### config.mk
export PLATFORM = sky130hd
export DESIGN_NAME = cmd_regfile
export DESIGN_NICKNAME = d
export VERILOG_FILES = /design/src/rtl/cmd_regfile_pkg.sv /design/src/rtl/byte_timeout.sv /design/src/rtl/cmd_regfile.sv
export SDC_FILE = /design/constraint.sdc
export NUM_CORES = 1
export LEC_CHECK = 0
export CORE_MARGIN = 1.5
export CORE_UTILIZATION = 35
export DETAILED_ROUTE_END_ITERATION = 7
export PLACE_DENSITY = 0.6
export SYNTH_ARGS = -nofsm -noshare
export SYNTH_HDL_FRONTEND = slang
export SYNTH_SLANG_ARGS = --single-unit
### constraint.sdc
create_clock -name clk -period 7.3 [get_ports clk]
set_input_delay 2.19 -clock clk [delete_from_list [all_inputs] [get_ports clk]]
set_output_delay 2.19 -clock clk [all_outputs]
set_load 0.1 [all_outputs]
### src/rtl/cmd_regfile_pkg.sv
// cmd_regfile_pkg
// Shared definitions for the byte-serial command register file:
//   state_t       - protocol FSM states
//   CMD_WR/CMD_RD - command byte encodings
//   ERR_CNT_MAX   - saturation value of the error counter
package cmd_regfile_pkg;

    typedef enum logic [2:0] {
        IDLE,
        ADDR,
        WDATA,
        TX_LOAD,
        TX_WAIT
    } state_t;

    localparam logic [7:0] CMD_WR      = 8'h01;
    localparam logic [7:0] CMD_RD      = 8'h02;
    localparam logic [7:0] ERR_CNT_MAX = 8'hFF;

endpackage

### src/rtl/byte_timeout.sv
// byte_timeout
// Counts consecutive idle cycles while a frame is being received and flags
// when TIMEOUT_CYC of them have elapsed.
// Ports:
//   clk     - clock, rising edge
//   rst_n   - asynchronous reset, active-high
//   run     - counting enabled (frame in progress)
//   clr     - restart the count (a byte arrived)
//   expired - high during the TIMEOUT_CYC-th consecutive idle cycle
module byte_timeout #(
    parameter int TIMEOUT_CYC = 1000
) (
    input  logic clk,
    input  logic rst_n,
    input  logic run,
    input  logic clr,
    output logic expired
);

    localparam int CW = $clog2(TIMEOUT_CYC + 1);
    localparam logic [CW-1:0] LAST = CW'(TIMEOUT_CYC - 1);

    logic [CW-1:0] cnt_q;
    logic [CW-1:0] cnt_d;

    // The count holds at LAST so expiry stays asserted until the FSM reacts.
    always_comb begin
        cnt_d = cnt_q;
        if (!run || clr) begin
            cnt_d = '0;
        end else if (cnt_q != LAST) begin
            cnt_d = cnt_q + CW'(1);
        end
    end

    always_ff @(posedge clk or posedge rst_n) begin
        if (rst_n) begin
            cnt_q <= '0;
        end else begin
            cnt_q <= cnt_d;
        end
    end

    assign expired = run && (cnt_q == LAST);

endmodule

### src/rtl/cmd_regfile.sv
// cmd_regfile
// Register file accessed by a byte protocol: CMD, ADDR, then for writes
// DATA_W/8 data bytes MSB first. Reads answer with DATA_W/8 bytes over a
// tx_wr/tx_done handshake.
// Ports:
//   clk, rst_n       - clock (rising edge), async active-high reset
//   rx_done, data_i  - received byte strobe and byte
//   tx_done          - transmitter finished the current byte
//   tx_wr, tx_data   - byte-to-send strobe and byte (held until tx_done)
//   regs_o           - flattened registers, reg k at [k*DATA_W +: DATA_W]
//   err, err_cnt     - protocol error strobe and saturating error count
module cmd_regfile
    import cmd_regfile_pkg::*;
#(
    parameter int NUM_REGS    = 4,
    parameter int DATA_W      = 16,
    parameter int TIMEOUT_CYC = 1000
) (
    input  logic                       clk,
    input  logic                       rst_n,
    input  logic                       rx_done,
    input  logic [7:0]                 data_i,
    input  logic                       tx_done,
    output logic                       tx_wr,
    output logic [7:0]                 tx_data,
    output logic [NUM_REGS*DATA_W-1:0] regs_o,
    output logic                       err,
    output logic [7:0]                 err_cnt
);

    localparam int NB = DATA_W / 8;
    localparam int CW = (NB > 1) ? $clog2(NB) : 1;
    localparam int AW = (NUM_REGS > 1) ? $clog2(NUM_REGS) : 1;
    localparam logic [CW-1:0] LAST_BYTE  = CW'(NB - 1);
    localparam logic [8:0]    NUM_REGS_9 = 9'(NUM_REGS);

    state_t              state_q, state_d;
    logic                is_rd_q, is_rd_d;
    logic [AW-1:0]       addr_q, addr_d;
    logic                addr_ok_q, addr_ok_d;
    logic [CW-1:0]       cnt_q, cnt_d;
    logic [DATA_W-1:0]   asm_q, asm_d;
    logic [DATA_W-1:0]   rd_q, rd_d;
    logic                err_q, err_d;
    logic [7:0]          err_cnt_q, err_cnt_d;
    logic [DATA_W-1:0]   regs_q [NUM_REGS];
    logic [DATA_W-1:0]   regs_d [NUM_REGS];

    logic                reg_we;
    logic                expired;
    logic                addr_in_range;
    logic [DATA_W-1:0]   asm_next;

    assign addr_in_range = ({1'b0, data_i} < NUM_REGS_9);
    assign asm_next      = (asm_q << 8) | DATA_W'(data_i);

    // Only ADDR and WDATA wait on the sender; every received byte restarts it.
    byte_timeout #(
        .TIMEOUT_CYC(TIMEOUT_CYC)
    ) u_timeout (
        .clk    (clk),
        .rst_n  (rst_n),
        .run    ((state_q == ADDR) || (state_q == WDATA)),
        .clr    (rx_done),
        .expired(expired)
    );

    // A received byte is checked before expiry so a byte arriving on the
    // expiry cycle is accepted. The read value is captured into rd_q at the
    // address byte and shifted out MSB first, so the reply never tears.
    always_comb begin
        state_d   = state_q;
        is_rd_d   = is_rd_q;
        addr_d    = addr_q;
        addr_ok_d = addr_ok_q;
        cnt_d     = cnt_q;
        asm_d     = asm_q;
        rd_d      = rd_q;
        err_d     = 1'b0;
        reg_we    = 1'b0;
        case (state_q)
            IDLE: begin
                if (rx_done) begin
                    if ((data_i == CMD_WR) || (data_i == CMD_RD)) begin
                        state_d = ADDR;
                        is_rd_d = (data_i == CMD_RD);
                    end else begin
                        err_d = 1'b1;
                    end
                end
            end
            ADDR: begin
                if (rx_done) begin
                    addr_d    = data_i[AW-1:0];
                    addr_ok_d = addr_in_range;
                    err_d     = !addr_in_range;
                    cnt_d     = '0;
                    if (is_rd_q) begin
                        rd_d    = addr_in_range ? regs_q[data_i[AW-1:0]] : '0;
                        state_d = TX_LOAD;
                    end else begin
                        asm_d   = '0;
                        state_d = WDATA;
                    end
                end else if (expired) begin
                    state_d = IDLE;
                    err_d   = 1'b1;
                end
            end
            WDATA: begin
                if (rx_done) begin
                    asm_d = asm_next;
                    if (cnt_q == LAST_BYTE) begin
                        state_d = IDLE;
                        reg_we  = addr_ok_q;
                    end else begin
                        cnt_d = cnt_q + CW'(1);
                    end
                end else if (expired) begin
                    state_d = IDLE;
                    err_d   = 1'b1;
                end
            end
            TX_LOAD: begin
                state_d = TX_WAIT;
                err_d   = rx_done;
            end
            TX_WAIT: begin
                err_d = rx_done;
                if (tx_done) begin
                    if (cnt_q == LAST_BYTE) begin
                        state_d = IDLE;
                    end else begin
                        cnt_d   = cnt_q + CW'(1);
                        rd_d    = rd_q << 8;
                        state_d = TX_LOAD;
                    end
                end
            end
            default: state_d = IDLE;
        endcase
    end

    // Registers change only on the final byte of a complete, in-range write.
    always_comb begin
        regs_d = regs_q;
        if (reg_we) begin
            regs_d[addr_q] = asm_next;
        end
    end

    always_comb begin
        err_cnt_d = err_cnt_q;
        if (err_d && (err_cnt_q != ERR_CNT_MAX)) begin
            err_cnt_d = err_cnt_q + 8'd1;
        end
    end

    always_ff @(posedge clk or posedge rst_n) begin
        if (rst_n) begin
            state_q   <= IDLE;
            is_rd_q   <= 1'b0;
            addr_q    <= '0;
            addr_ok_q <= 1'b0;
            cnt_q     <= '0;
            asm_q     <= '0;
            rd_q      <= '0;
            err_q     <= 1'b0;
            err_cnt_q <= '0;
            for (int k = 0; k < NUM_REGS; k++) begin
                regs_q[k] <= '0;
            end
        end else begin
            state_q   <= state_d;
            is_rd_q   <= is_rd_d;
            addr_q    <= addr_d;
            addr_ok_q <= addr_ok_d;
            cnt_q     <= cnt_d;
            asm_q     <= asm_d;
            rd_q      <= rd_d;
            err_q     <= err_d;
            err_cnt_q <= err_cnt_d;
            regs_q    <= regs_d;
        end
    end

    assign tx_wr   = (state_q == TX_LOAD);
    assign tx_data = rd_q[DATA_W-1 -: 8];
    assign err     = err_q;
    assign err_cnt = err_cnt_q;

    for (genvar k = 0; k < NUM_REGS; k++) begin : g_regs_o
        assign regs_o[k*DATA_W +: DATA_W] = regs_q[k];
    end

endmodule

==> impl_results.md, run 1 <==
* Number of violations of the max-capacitance limit at 0
* Outcome: finished with violations
* End of the critical path: regs_o[44]$_DFFE_PP0P_
* Launch point of the worst path: rx_done
* Cell at the root of the clock tree: sky130_fd_sc_hd__clkbuf_16
* DRT iter0 DRCs at 166
* Global Route Usage Sum at 17.29%
* Post-synth ARST share at 100.0%
* Mean post-synth cell area at 13.01 um^2
* Via count of the first global-routing pass at 3731
* Adder-cell area share of the yosys netlist at 0.4736%
* Mapped Nets at 420
* Synthesis-to-layout area growth at 30.29%
* Max Root-Sink Buffers at 2
* Detailed Place HPWL at 8830 um
* Count of different cell masters after synthesis at 55
* Share of synthesized area occupied by flip-flops and latches at 54.46%
* Clock transition at path regs at 0.06 ns
* Count of H-tree levels built during CTS at 4
* Violations in the final reports: design-rule violations
* Detail-routed via count per cell at 5.238
* Gate count of the mapped netlist at 406
* Data required time of the critical path at 7.60 ns
* Maximum number of pins on one net before global-route repair at 81
* Category of the worst setup path launch point: input port
* Xor/xnor cell area share of the yosys netlist at 1.823%
* Setup TNS at 0 ns
* Hold-fix buffer count after cts at 0
* Number of enable-type register cells in the synthesized netlist at 0
* Flop2flop setup slack at 4.16 ns
* Placer congestion estimate at 0.7650
* Post-synth top flop: sky130_fd_sc_hd__dfrtp_1
* Final Max Tran Viols at 0
* Clock tree from TritonCTS: yes
* Placement Rows at 44
* Number of nets with antenna violations after detailed routing at 0
* Clock buffer count from CTS at 17
* Crit path DAT at 5.24 ns
* Startpoint of the worst-slack reg-to-reg timing path: state_q[1]$_DFFE_PP0P_
* Ports placed on the boundary at 94
* Wirelength, routed at 13050 um
* Port bufs at 93
* Initial Utilization at 36.08%
* Largest fanout of any net on the critical path at 16
* Final Cycle Share at 67.76%
* Count of endpoints failing setup in the final report at 0
* Number of buffers added for setup after CTS at 0
* Headroom to the max-slew limit at 17.23%
* Die Span X at 125.9 um
* Clock skew after layout at 0.01504 ns
* Category of the most critical setup path: in -> reg
* Shortest clock period the worst path allows after layout at 4.947 ns
* Clock latency on the worst-skew pair at 0.41 ns
* Combinational family with the most area after synthesis: multiplexers
* Utilization of the core after routing at 47.01%
* Detailed-route DRC error count at 3
* Most common cell after layout, fill and taps aside: sky130_fd_sc_hd__dfrtp_1
* Share of cells above drive strength 1 at 26.13%
* Fill cell count at 1356
* Compound-gate portion of the synthesized area at 7.175%
* Syn Std Cell Area at 5284 um^2
* R2R depth at 5
* Number of antenna cells inserted at 0
* Most frequent cells in the layout: sky130_fd_sc_hd__dfrtp_1, sky130_fd_sc_hd__clkdlybuf4s50_1, sky130_fd_sc_hd__mux2_2
* Clk sink count at 115
* Endpoint of the worst register-to-register path: regs_o[44]$_DFFE_PP0P_
* Setup repair after global routing missed its margin: no
* Chip Height at 125.9 um
* Max Fclk at 202.2 MHz
* Mux cell area share after synthesis at 21.57%
* Routed wirelength normalized by instance count at 18.83 um
* First-pass GRT wire length at 21150 um
* Final hold violations at 0
* Tightest Pin Transition at 1.236 ns
* Total vias in the final route at 3630
* Synthesis Warnings at 0
* Type of element capturing the critical path: register
* Power per cell area at 333.6 nW/um^2
* Overflow left after global routing at 0
* Classification of the worst-slack hold path: reg -> reg
* Post-CTS resize count at 0
* Core Footprint at 14640 um^2
* Final Net Count at 510
* Register bit total from synthesis at 115
* Initial DRT Pass Iterations at 8
* Pleak at 3.049 nW
* Antenna violations before repair at 0
* Die footprint at 15840 um^2
* Max IR drop VDD at 214.2 uV
* Synth Area in Simple Gates at 11.11%
-- cells by family (layout without fill, tap and decap cells) --
| group | count (synthesis) | in the layout |
|---|---|---|
| XOR/XNOR | 11 | 11 |
| flip-flops | 115 | 115 |
| AO/OA/AOI/OAI | 48 | 48 |
| adder cells (fa/ha/maj) | 2 | 2 |
| buffers and inverters | 30 | 133 |
| multiplexers | 85 | 85 |
| AND/OR/NAND/NOR | 115 | 115 |
-- worst min-delay path by stage --
stage	cells past startpoint	endpoint	slack, ns	start
after floorplan	2	rd_q[0]$_DFFE_PP0P_	0.45	rd_q[0]$_DFFE_PP0P_
after global placement	2	rd_q[6]$_DFFE_PP0P_	0.46	rd_q[6]$_DFFE_PP0P_
after detailed placement	2	rd_q[4]$_DFFE_PP0P_	0.46	rd_q[4]$_DFFE_PP0P_
after CTS	2	rd_q[4]$_DFFE_PP0P_	0.48	rd_q[4]$_DFFE_PP0P_
after global routing	2	rd_q[2]$_DFFE_PP0P_	0.50	rd_q[2]$_DFFE_PP0P_
final	2	rd_q[2]$_DFFE_PP0P_	0.48	rd_q[2]$_DFFE_PP0P_
-- layer usage --
| metal | up-vias | global-route usage (%) | routed length (um) |
|---|---|---|---|
| met2 | 104 | 27.38 | 6237 |
| met3 | 5 | 5.140 | 654 |
| li1 | 1663 | - | - |
| met4 | 0 | 4.260 | 61 |
| met5 | - | 0 | 0 |
| met1 | 1858 | 23.44 | 6092 |
-- area by class of cell --
class | instances | area (um^2) | share of cell area [%]
Clock buffer | 19 | 432.9 | 6.289
Clock inverter | 13 | 133.9 | 1.945
Inverter | 3 | 13.76 | 0.1999
Multi-Input combinational cell | 261 | 2227 | 32.35
Sequential cell | 115 | 2878 | 41.80
Tap cell | 184 | 230.2 | 3.344
Timing Repair Buffer | 98 | 968.4 | 14.07
-- worst max-delay path, stage by stage --
cell                              delay [ns]
sky130_fd_sc_hd__clkdlybuf4s50_1        0.69
sky130_fd_sc_hd__nor2b_1                0.27
sky130_fd_sc_hd__and2_1                 0.40
sky130_fd_sc_hd__nand3_1                0.23
sky130_fd_sc_hd__nor3b_2                1.01
sky130_fd_sc_hd__mux2_2                 0.43
-- per-stage QoR --
| stage | setup slack (ns) | area [um^2] | total power, mW | hold WS, ns | std cells |
|---|---|---|---|---|---|
| floorplan | 2.066 | 5284 | 1.373 | 0.4459 | 406 |
| global placement | 2.052 | 6317 | 1.503 | 0.4575 | 661 |
| detailed placement | 1.884 | 6317 | 1.511 | 0.4625 | 661 |
| CTS | 2.310 | 6884 | 2.319 | 0.4768 | 693 |
| global route | 2.070 | 6884 | 2.394 | 0.4953 | 693 |
| finish | 2.353 | 6884 | 2.297 | 0.4793 | 693 |
-- synthesized netlist by cell type, drive strengths merged, types with 7 or more instances --
master    n  area [um^2]
mux2     68        769.5
xor2      9        78.83
mux4     16        360.4
nand2    31        116.4
clkbuf    7        26.28
nand3    14        70.07
dfrtp   115         2878
a21oi    11        58.81
a221oi    8        70.07
a22o      8        71.32
buf      20        141.4
nor2     33        123.9
-- sequential cells by signal, summed over array words and instances (netlist names) --
name and flops:
addr_ok_q 1, addr_q 2, asm_q 8, cnt_q 1, err 1, err_cnt 8, is_rd_q 1, rd_q 16
regs_o 64, state_q 3, u_timeout.cnt_q 10
-- report_power, final --
part           switching [mW]  total (mW)  internal, mW
combinational           0.490       0.671         0.180
clock                   0.296       0.797         0.501
sequential              0.108       0.829         0.721
Note: power is estimated with default switching activity, not from simulation.
==> run 2: changes to the inputs <==
Clock period 7.3 ns to 4.62 ns, I/O delays scaled along.
==> impl_results.md, run 2 (same netlist as run 1, synthesis figures left out) <==
* Flop2flop setup slack at 2.05 ns (-2.11 ns)
* Category of the worst setup path launch point: input port
* Wirelength, routed at 13090 um (+0.31%)
* Placement Rows at 44 (unchanged)
* Startpoint of the worst-slack reg-to-reg timing path: state_q[1]$_DFFE_PP0P_
* Synthesis-to-layout area growth at 32.18%
* Worst slack, placed at 0.5744 ns (-1.310 ns)
* Slowest CP cell: sky130_fd_sc_hd__clkdlybuf4s50_1
* First-pass GRT wire length at 21570 um (+2.0%)
* Clock transition at path regs at 0.05 ns (about the same)
* Routed wirelength normalized by instance count at 18.72 um (-0.55%)
* Buffer and inverter count on the worst path at 2 (+1)
* Detail-routed via count per cell at 5.265 (+0.51%)
* Violations in the final reports: design-rule violations
* Largest fanout of any net on the critical path at 16 (unchanged)
* Clock buffer count from CTS at 17 (unchanged)
* Classification of the worst-slack hold path: reg -> reg
* Tightest Pin Transition at 1.041 ns (-0.1956 ns)
* Pleak at 3.109 nW (+2.0%)
* Final Max Tran Viols at 0 (unchanged)
* Count of H-tree levels built during CTS at 4 (unchanged)
* Initial Utilization at 36.08% (unchanged)
* Overflow left after global routing at 0 (unchanged)
* Slowest stage delay, CP at 0.68 ns (-0.33 ns)
* Final hold violations at 0 (unchanged)
* Data required time of the critical path at 4.91 ns (-2.69 ns)
* Count of endpoints failing setup in the final report at 0 (unchanged)
* Type of element capturing the critical path: register
* Power per cell area at 531.4 nW/um^2 (+59%)
* Post-CTS resize count at 0 (unchanged)
* Clock tree from TritonCTS: yes
* Number of buffers added for setup after CTS at 0 (unchanged)
* Flip-flop count of the largest register, all copies and words added at 64 (unchanged)
* Worst-path cell chain: clkdlybuf4s50_1, nor2b_1, and2_1, nand3_1, nor3b_2, buf_4, mux2_2
* Core Footprint at 14640 um^2 (unchanged)
* Port bufs at 93 (unchanged)
* Max Root-Sink Buffers at 2 (unchanged)
* Clock skew after layout at 0.007642 ns (-0.007400 ns)
* Crit path DAT at 3.95 ns (-1.29 ns)
* Maximum number of pins on one net before global-route repair at 60 (-26%)
* Hold-fix buffer count after cts at 0 (unchanged)
* Detailed-route DRC error count at 3 (unchanged)
* Global Route Usage Sum at 17.67% (+0.38 points)
* Launch point of the worst path: rx_done
* Setup repair after global routing missed its margin: no
* Clk sink count at 115 (unchanged)
* Setup TNS at 0 ns (unchanged)
* Number of nets with antenna violations after detailed routing at 0 (unchanged)
* End of the critical path: regs_o[19]$_DFFE_PP0P_
* Critical Path Stages at 7 (+1)
* Headroom to the max-slew limit at 30.41% (+13 points)
* Most frequent cells in the layout: sky130_fd_sc_hd__dfrtp_1, sky130_fd_sc_hd__clkdlybuf4s50_1, sky130_fd_sc_hd__mux2_2
* Antenna violations before repair at 0 (unchanged)
* Most common cell after layout, fill and taps aside: sky130_fd_sc_hd__dfrtp_1
* Final Net Count at 516 (+1.2%)
* Total vias in the final route at 3680 (+1.4%)
* Die footprint at 15840 um^2 (unchanged)
* Chip Height at 125.9 um (unchanged)
* Cell at the root of the clock tree: sky130_fd_sc_hd__clkbuf_16
* Endpoint of the worst register-to-register path: regs_o[19]$_DFFE_PP0P_
* Number of violations of the max-capacitance limit at 0 (unchanged)
* Category of the most critical setup path: in -> reg
* Initial DRT Pass Iterations at 8 (unchanged)
* Via count of the first global-routing pass at 3920 (+5.1%)
* Clock latency on the worst-skew pair at 0.41 ns (about the same)
* Share of cells above drive strength 1 at 27.38% (+1.2 points)
* Final Cycle Share at 79.33%
* Outcome: finished with violations
* Worst-case setup margin in the final layout at 0.9547 ns (-1.399 ns)
* Ports placed on the boundary at 94 (unchanged)
* Number of antenna cells inserted at 0 (unchanged)
* Max Fclk at 272.8 MHz
* Detailed Place HPWL at 9059 um (+2.6%)
* R2R depth at 6 (+1)
* Die Span X at 125.9 um (unchanged)
* Shortest clock period the worst path allows after layout at 3.665 ns
* DRT iter0 DRCs at 220 (+33%)
* Family with the most delay on the worst path: simple AND/OR/NAND/NOR gates
* Placer congestion estimate at 0.8248 (+7.8%)
* Max IR drop VDD at 330.7 uV (+54%)
* Cell count of the worst hold path at 2 (unchanged)
==> run 2: cell count changes in the layout (fill, tap and decap cells not counted), moves of 2 or more <==
cell | previous run | this run
sky130_fd_sc_hd__clkinv_2 | 5 | 3
sky130_fd_sc_hd__clkinv_4 | 0 | 3
sky130_fd_sc_hd__inv_6 | 3 | 1
sky130_fd_sc_hd__buf_4 | 5 | 11
sky130_fd_sc_hd__clkbuf_8 | 0 | 2
==> run 2: worst reg2reg max path, delay by kind of cell (launching register included) <==
| family | cells | cell delay, ns |
|---|---|---|
| AND/OR/NAND/NOR | 4 | 1.14 |
| flip-flops | 1 | 0.63 |
| multiplexers | 1 | 0.38 |
| buffers and inverters | 1 | 0.31 |
==> run 2: final cells by class <==
type	count	area (um^2)
fillers	1344	7660
clock buffers	20	456.7
flip-flops and latches	115	2878
inverters	3	13.76
multi-input cells	261	2227
clock inverters	12	155.1
repair buffers	104	1023
well taps	184	230.2
==> run 2: worst min path at each step <==
stage | startpoint | to | slack [ns]
after floorplan | rd_q[0]$_DFFE_PP0P_ | rd_q[0]$_DFFE_PP0P_ | 0.45
after global placement | rd_q[2]$_DFFE_PP0P_ | rd_q[2]$_DFFE_PP0P_ | 0.46
after detailed placement | rd_q[2]$_DFFE_PP0P_ | rd_q[2]$_DFFE_PP0P_ | 0.47
after CTS | rd_q[2]$_DFFE_PP0P_ | rd_q[2]$_DFFE_PP0P_ | 0.48
after global routing | rd_q[1]$_DFFE_PP0P_ | rd_q[1]$_DFFE_PP0P_ | 0.51
final | rd_q[2]$_DFFE_PP0P_ | rd_q[2]$_DFFE_PP0P_ | 0.48
==> run 2: report_power, final <==
part	switching, mW	internal (mW)
logic	0.771	0.286
registers	0.178	1.14
clock network	0.460	0.877
==> run 2: layer usage <==
metal  global-route usage, %  up-vias  part of all wire [%]
met5                       0        -                     0
li1                        -     1677                     -
met1                   23.74     1897                    47
met2                   27.96       99                    47
met4                   4.530        0                  0.79
met3                   5.523        7                   5.4
==> run 2: stage by stage <==
stage	util, %	total power, mW	hold slack [ns]	cells	instance area (um^2)
after floorplan	-	2.169	0.4459	406	5284
after global placement	43.52	2.377	0.4571	667	6372
after detailed placement	43.52	2.398	0.4676	667	6372
after CTS	47.69	3.751	0.4815	699	6984
after global routing	47.69	3.875	0.5080	699	6984
final	47.69	3.711	0.4820	699	6984
